`config.mk`:
```
export PLATFORM = sky130hd
export DESIGN_NAME = price_word_sender
export DESIGN_NICKNAME = d
export VERILOG_FILES = /design/src/rtl/price_pkg.sv /design/src/rtl/price_fifo.sv /design/src/rtl/price_word_sender.sv
export SDC_FILE = /design/constraint.sdc
export NUM_CORES = 1
export LEC_CHECK = 0
export BUFFER_PORTS_ARGS = -buffer_cell sky130_fd_sc_hd__buf_2
export CAP_MARGIN = 20
export CORE_MARGIN = 2
export CORE_UTILIZATION = 60
export DETAILED_ROUTE_END_ITERATION = 7
export PLACE_DENSITY = 0.79
export SYNTH_ARGS = -nofsm -noshare
export SYNTH_HDL_FRONTEND = slang
export SYNTH_SLANG_ARGS = --single-unit
```
`constraint.sdc`:
```
create_clock -name clk -period 4.3 [get_ports clk]
set_input_delay 0.86 -clock clk [delete_from_list [all_inputs] [get_ports clk]]
set_output_delay 0.86 -clock clk [all_outputs]
set_load 0.02 [all_outputs]
```
`src/rtl/price_pkg.sv`:
```
// rtl/price_pkg.sv - shared types and constants for the price word sender
package price_pkg;

    localparam int PRICE_W        = 32;
    localparam int BYTES_PER_WORD = 4;

    typedef enum logic [1:0] {
        SIDLE,
        SSEND,
        SGAP
    } sendState;

endpackage

```
`src/rtl/price_fifo.sv`:
```
// rtl/price_fifo.sv - synchronous word FIFO with push/pop/full/empty/count
module price_fifo
    import price_pkg::*;
#(
    parameter int DEPTH   = 4,
    parameter int WORD_W  = PRICE_W
) (
    input  logic                     clk,
    input  logic                     n_rst,
    input  logic                     push,
    input  logic [WORD_W-1:0]        push_data,
    input  logic                     pop,
    output logic [WORD_W-1:0]        head,
    output logic                     full,
    output logic                     empty,
    output logic [$clog2(DEPTH):0]   count
);

    localparam int PTR_W = $clog2(DEPTH);
    localparam int CNT_W = $clog2(DEPTH) + 1;

    logic [WORD_W-1:0] mem [DEPTH];
    logic [PTR_W-1:0]  wr_ptr;
    logic [PTR_W-1:0]  rd_ptr;
    logic              do_push;
    logic              do_pop;

    // A pop frees a slot in the same cycle, so a full FIFO may still accept a push then.
    assign full    = (count == CNT_W'(DEPTH));
    assign empty   = (count == '0);
    assign do_pop  = pop && !empty;
    assign do_push = push && (!full || do_pop);
    assign head    = mem[rd_ptr];

    // Storage array: written on accepted pushes only, contents need no reset.
    always_ff @(posedge clk) begin
        if (do_push) begin
            mem[wr_ptr] <= push_data;
        end
    end

    // Pointers wrap naturally because DEPTH is a power of two; count tracks occupancy.
    always_ff @(posedge clk or negedge n_rst) begin
        if (!n_rst) begin
            wr_ptr <= '0;
            rd_ptr <= '0;
            count  <= '0;
        end else begin
            if (do_push) begin
                wr_ptr <= wr_ptr + PTR_W'(1);
            end
            if (do_pop) begin
                rd_ptr <= rd_ptr + PTR_W'(1);
            end
            case ({do_push, do_pop})
                2'b10:   count <= count + CNT_W'(1);
                2'b01:   count <= count - CNT_W'(1);
                default: count <= count;
            endcase
        end
    end

endmodule

```
`src/rtl/price_word_sender.sv`:
```
// rtl/price_word_sender.sv - assembles byte-stream prices and strobes them out with a fixed gap
module price_word_sender
    import price_pkg::*;
#(
    parameter int DEPTH      = 4,
    parameter int GAP_CYCLES = 8
) (
    input  logic                    clk,
    input  logic                    n_rst,
    input  logic [7:0]              byte_in,
    input  logic                    byte_valid,
    input  logic                    frame_start,
    input  logic                    send_en,
    output logic [PRICE_W-1:0]      stock_price,
    output logic                    data_ready,
    output logic [$clog2(DEPTH):0]  fifo_count,
    output logic                    overrun_err,
    output logic                    framing_err
);

    localparam int GAP_W = $clog2(GAP_CYCLES + 1);

    sendState             state;
    sendState             next_state;
    logic [GAP_W-1:0]     gap_cnt;
    logic [PRICE_W-9:0]   partial;
    logic [1:0]           byte_cnt;
    logic                 word_done;
    logic [PRICE_W-1:0]   word;
    logic                 pop;
    logic                 fifo_full;
    logic                 fifo_empty;
    logic [PRICE_W-1:0]   fifo_head;

    // The last byte goes straight into the FIFO together with the three already shifted in.
    assign word_done = byte_valid && !frame_start && (byte_cnt == 2'(BYTES_PER_WORD - 1));
    assign word      = {partial, byte_in};

    price_fifo #(
        .DEPTH  (DEPTH),
        .WORD_W (PRICE_W)
    ) u_fifo (
        .clk       (clk),
        .n_rst     (n_rst),
        .push      (word_done),
        .push_data (word),
        .pop       (pop),
        .head      (fifo_head),
        .full      (fifo_full),
        .empty     (fifo_empty),
        .count     (fifo_count)
    );

    // Byte assembler: frame_start restarts the word, flagging any partial word it discards.
    always_ff @(posedge clk or negedge n_rst) begin
        if (!n_rst) begin
            partial     <= '0;
            byte_cnt    <= '0;
            framing_err <= 1'b0;
        end else begin
            framing_err <= byte_valid && frame_start && (byte_cnt != 2'd0);
            if (byte_valid) begin
                if (frame_start) begin
                    partial  <= {{(PRICE_W-16){1'b0}}, byte_in};
                    byte_cnt <= 2'd1;
                end else begin
                    partial  <= {partial[PRICE_W-17:0], byte_in};
                    byte_cnt <= byte_cnt + 2'd1;
                end
            end
        end
    end

    // Overrun only when the completed word finds no room and nothing is leaving this cycle.
    always_ff @(posedge clk or negedge n_rst) begin
        if (!n_rst) begin
            overrun_err <= 1'b0;
        end else begin
            overrun_err <= word_done && fifo_full && !pop;
        end
    end

    // Sender state, gap timer and output price register.
    always_ff @(posedge clk or negedge n_rst) begin
        if (!n_rst) begin
            state       <= SIDLE;
            gap_cnt     <= '0;
            stock_price <= '0;
        end else begin
            state <= next_state;
            if (state == SSEND) begin
                gap_cnt <= GAP_W'(GAP_CYCLES);
            end else if (state == SGAP) begin
                gap_cnt <= gap_cnt - GAP_W'(1);
            end
            if (pop) begin
                stock_price <= fifo_head;
            end
        end
    end

    // Sender next-state: pop only from idle, strobe for one cycle, then sit out the gap.
    always_comb begin
        next_state = state;
        pop        = 1'b0;
        data_ready = 1'b0;
        case (state)
            SIDLE: begin
                if (send_en && !fifo_empty) begin
                    pop        = 1'b1;
                    next_state = SSEND;
                end
            end
            SSEND: begin
                data_ready = 1'b1;
                next_state = SGAP;
            end
            SGAP: begin
                if (gap_cnt == GAP_W'(1)) begin
                    next_state = SIDLE;
                end
            end
            default: next_state = SIDLE;
        endcase
    end

endmodule
```
==> results_tabular.tex <==
\begin{tabular}{lr}
\hline
Metric & Value \\
\hline
\multicolumn{2}{l}{\textbf{Timing}} \\
\quad Maximum frequency from static timing analysis & 412 MHz \\
\quad Total of endpoints with negative setup slack in the final report & 0 \\
\quad Final hold violation count & 0 \\
\quad Min Tclk post-route & 2.43 ns \\
\quad Setup\_tns & 0 ns \\
\quad Max-slew violation count & 0 \\
\quad Worst setup skew after layout & 0.00561 ns \\
\quad Crit share post-route & approximately 56\% \\
\quad Slew Limit Headroom & between 30\% and 40\% \\
\quad Transition at the pin with the smallest max-transition slack & 0.984 ns \\
\quad Setup repair after global routing missed its margin & false \\
\multicolumn{2}{l}{\textbf{Cells and area}} \\
\quad Leading cell types in the layout, fill and taps excluded & 128 x sky130\_fd\_sc\_hd\_\_edfxtp\_1, 120 x sky130\_fd\_sc\_hd\_\_nand2\_1, 72 x sky130\_fd\_sc\_hd\_\_dfrtp\_1 \\
\quad Storage cell area & around 5700 sq um \\
\quad Antenna cell count & 0 \\
\quad Final Net Count & 567 \\
\quad Layout overhead on the synthesized area & 14.1\% \\
\quad Share of layout cells above drive strength 1 & 24.7\% \\
\quad Fill cell total of the finished layout & 822 \\
\quad Most frequent standard cell in the layout excluding fill and tap cells & sky130\_fd\_sc\_hd\_\_edfxtp\_1 \\
\quad Final core utilization & a little over two thirds \\
\quad Area taken by multi-input logic gates & 1820 sq um \\
\multicolumn{2}{l}{\textbf{Global routing}} \\
\quad Combined global-route utilization of all metal layers & 21.2\% \\
\quad Via count of the first global-routing pass & about 4,300 \\
\quad Global-route wire length before repair & 23.0 mm \\
\quad Antenna violations before repair & 0 \\
\quad Total congestion overflow & 0 \\
\quad Pin count of the biggest net entering global routing & 74 \\
\multicolumn{2}{l}{\textbf{Setup path}} \\
\quad Type of the worst setup path & flop to flop \\
\quad Critical path endpoint category & flop \\
\quad Signal arrival time at the worst endpoint & between 2 and 3 ns \\
\quad CP max stage cell & sky130\_fd\_sc\_hd\_\_dfrtp\_1 \\
\quad Startpoint types & flop \\
\quad Crit path buffers/inverters & 3 \\
\quad Maximum fanout count along the critical path & 34 \\
\quad Data required, critical path & 4.70 ns \\
\quad Cell-by-cell listing of the critical path & inv\_1, ha\_1, o311ai\_4, inv\_4, ha\_1, inv\_1, fa\_1, xor2\_1, nor2\_1, xor2\_1 \\
\quad Max stage delay on crit path & 0.39 ns \\
\quad Kind of cell adding the most delay to the critical path & adder cells \\
\quad Path length in cells of the critical path & 10 \\
\quad Reg2reg path depth & 10 \\
\multicolumn{2}{l}{\textbf{Synth}} \\
\quad Synth Area in Compound Gates & under 10\% \\
\quad Area share of the largest cell type after synthesis & approximately half \\
\quad Simple-gate portion of the synthesized area & approximately 7.0\% \\
\quad Synthesized instance count & 479 \\
\quad Count of warnings emitted by yosys & 0 \\
\quad Count of distinct cell types in the synthesized netlist & 30 \\
\quad Cell taking the most area after synthesis & sky130\_fd\_sc\_hd\_\_edfxtp\_1 \\
\quad Share of the yosys chip area belonging to registers & 73.2\% \\
\quad XOR/XNOR Fraction of Synth Area & less than 1\% \\
\quad Share of flip-flops with an asynchronous set or reset after synthesis & 36.3\% \\
\quad Multiplexer fraction of the synthesized cell area & 10.9\% \\
\quad Post-synthesis instance area & 7750 sq um \\
\quad Cells taking the most area after synthesis & sky130\_fd\_sc\_hd\_\_edfxtp\_1 50\%, sky130\_fd\_sc\_hd\_\_dfrtp\_1 24\%, sky130\_fd\_sc\_hd\_\_mux4\_2 9.3\% \\
\quad \#FFs+latches synth & 201 \\
\quad Most used DFF post-synth & sky130\_fd\_sc\_hd\_\_edfxtp\_1 \\
\quad Post-synthesis adder-cell area fraction & 2.20\% \\
\quad Post-synthesis area per instance & 16.2 sq um \\
\quad EDFF count, synth & 128 \\
\quad Syn\_nets & about 500 \\
\quad Dominant combinational cell family by area after synthesis & multiplexers \\
\multicolumn{2}{l}{\textbf{Job}} \\
\quad Number of max-cap violations & 0 \\
\multicolumn{2}{l}{\textbf{CTS}} \\
\quad Number of buffers inserted by post-CTS setup repair & 0 \\
\quad Number of levels the H-tree was split into & 1 \\
\quad Number of resized instances in the post-cts repair step & 0 \\
\quad TritonCTS Buffers & 20 \\
\quad Clk slew on worst S/H paths & 0.06 ns \\
\quad Clock sink total & between 200 and 250 \\
\quad Max Buffers Root-to-Sink & 3 \\
\quad Number of hold-repair buffers added at the cts stage & 0 \\
\quad Latest clock arrival within the worst-skew pair & approximately 0.48 ns \\
\quad CTS tree & yes \\
\quad CTS root buf & sky130\_fd\_sc\_hd\_\_clkbuf\_16 \\
\multicolumn{2}{l}{\textbf{Pwr}} \\
\quad Int Pwr & 4090 uW \\
\quad Net switching power of the design & roughly 1800 uW \\
\quad Total leakage power & 0.00353 uW \\
\quad Total Power Consumption & $\sim$5800 uW \\
\quad Share of power burned in registers & 43.8\% \\
\quad Worst VDD drop & 0.000494 V \\
\quad Switching Share & approximately 30\% \\
\quad Fraction of power consumed by the clock network & about 31\% \\
\quad Power density over the cells & between 600 and 700 nW/um\^{}2 \\
\quad Comb power frac & 25.0\% \\
\multicolumn{2}{l}{\textbf{Drt}} \\
\quad Number of vias per cell & 5.55 \\
\quad Average wire per standard cell & a little under 20 um \\
\quad Number of violations reported at the end of detailed-routing iteration 0 & about 300 \\
\quad Number of antenna-violating nets in the routed design & 0 \\
\quad Number of vias after detailed routing & 4,036 \\
\quad Number of iterations in the first detailed-routing pass & 4 \\
\quad Number of design rule violations left after detail routing & 0 \\
\quad Wire length after detailed routing & 14.2 mm \\
\multicolumn{2}{l}{\textbf{Outcome}} \\
\quad Status & finished clean \\
\multicolumn{2}{l}{\textbf{Place}} \\
\quad HPWL after detailed placement & $\sim$8.0 mm \\
\quad Routability-driven placement congestion ratio & approximately 0.74 \\
\quad PortBufs & 50 \\
\multicolumn{2}{l}{\textbf{Floorplanning}} \\
\quad Total number of placement rows & 41 \\
\quad Placeable core region & 12,600 sq um \\
\quad Height of the chip & between 100 and 150 um \\
\quad Effective utilization at floorplan & between 60\% and 70\% \\
\quad Width of the die & 118 um \\
\quad Die outline area & between 10,000 and 15,000 sq um \\
\quad I/O Pins & slightly above 50 \\
\multicolumn{2}{l}{\textbf{Min path}} \\
\quad Classification of the worst-slack hold path & flop to flop \\
\quad Instance count along the most critical hold path & 2 \\
\hline
\end{tabular}
-- worst paths after layout --
| check | start | endpoint | slack [ns] |
|---|---|---|---|
| min in group asynchronous | n_rst | stock_price[30] | 0.56 |
| worst min register to register | stock_price[29] | stock_price[29] | 0.47 |
| worst max register to register | state[0] | u_fifo.count[2] | 1.87 |
| max in group asynchronous | n_rst | u_fifo.rd_ptr[0] | 3.06 |
| worst max-delay path | state[0] | u_fifo.count[2] | 1.87 |
| worst min-delay path | stock_price[29] | stock_price[29] | 0.47 |
-- synthesized netlist by cell type, types with 2 or more instances --
master,count
sky130_fd_sc_hd__nand2_1,120
sky130_fd_sc_hd__and2_1,4
sky130_fd_sc_hd__nor2_1,6
sky130_fd_sc_hd__mux4_2,32
sky130_fd_sc_hd__xnor2_1,4
sky130_fd_sc_hd__buf_6,10
sky130_fd_sc_hd__inv_1,28
sky130_fd_sc_hd__nand3b_1,3
sky130_fd_sc_hd__o21ai_0,22
sky130_fd_sc_hd__ha_1,12
sky130_fd_sc_hd__a21oi_1,3
sky130_fd_sc_hd__buf_2,5
sky130_fd_sc_hd__edfxtp_1,128
sky130_fd_sc_hd__xor2_1,2
sky130_fd_sc_hd__clkbuf_1,4
sky130_fd_sc_hd__mux2_2,10
sky130_fd_sc_hd__dfrtp_1,73
-- final cells by class --
class / instances / area share (%)
tap: 172 / 2.43
timing repair buffer: 59 / 3.62
clock buffer: 28 / 6.69
multi-input combinational: 230 / 20.5
inverter: 29 / 1.26
clock inverter: 8 / 1.29
sequential: 201 / 64.2
-- through the flow --
step	setup WS (ns)	hold WS [ns]	instances	area, sq um
6_report	1.87	0.470	727	8840
3_3_place_gp	1.57	0.452	690	8130
2_1_floorplan	1.66	0.468	479	7750
3_5_place_dp	1.49	0.458	690	8130
5_1_grt	1.69	0.500	727	8840
4_1_cts	1.85	0.473	726	8830
-- layer usage --
layer / track usage, % / wire [um] / part of all wire (%) / up-vias
met5: 0 / 0 / 0 / -
met4: 3.84 / 161 / 1.1 / 0
met3: 3.10 / 816 / 5.7 / 18
met2: 37.9 / 7370 / 52 / 122
met1: 28.3 / 5850 / 41 / 2067
li1: - / - / - / 1829
-- cell families after synthesis --
| logic type | count (synthesis) |
|---|---|
| flip-flops | 201 |
| AND/OR/NAND/NOR | 137 |
| buffers and inverters | 48 |
| AO/OA/AOI/OAI | 31 |
| XOR/XNOR | 6 |
| adder cells (fa/ha/maj) | 13 |
| multiplexers | 43 |
-- state kept, by name, summed over array words and instances, names as in the netlist --
| name | flops |
|---|---|
| u_fifo.mem | 128 |
| u_fifo.wr_ptr | 2 |
| byte_cnt | 2 |
| partial | 24 |
| stock_price | 32 |
| u_fifo.count | 3 |
| overrun_err | 1 |
| u_fifo.rd_ptr | 2 |
| framing_err | 1 |
| state | 2 |
| gap_cnt | 4 |
-- tightest hold or removal path, stage by stage, from the launching register on --
cell and delay (ns):
sky130_fd_sc_hd__dfrtp_1 0.33, sky130_fd_sc_hd__nand2_1 0.05, sky130_fd_sc_hd__nand2_1 0.06
-- power groups by stage --
stage	Sequential (uW)	Combinational, uW	Clock, uW
6_report	2560	1460	1820
5_1_grt	2600	1610	1920
4_1_cts	2570	1490	1850
3_5_place_dp	2600	1480	0
3_3_place_gp	2580	1430	0
2_1_floorplan	2720	996	0
Power figures use the tool's default switching activity.
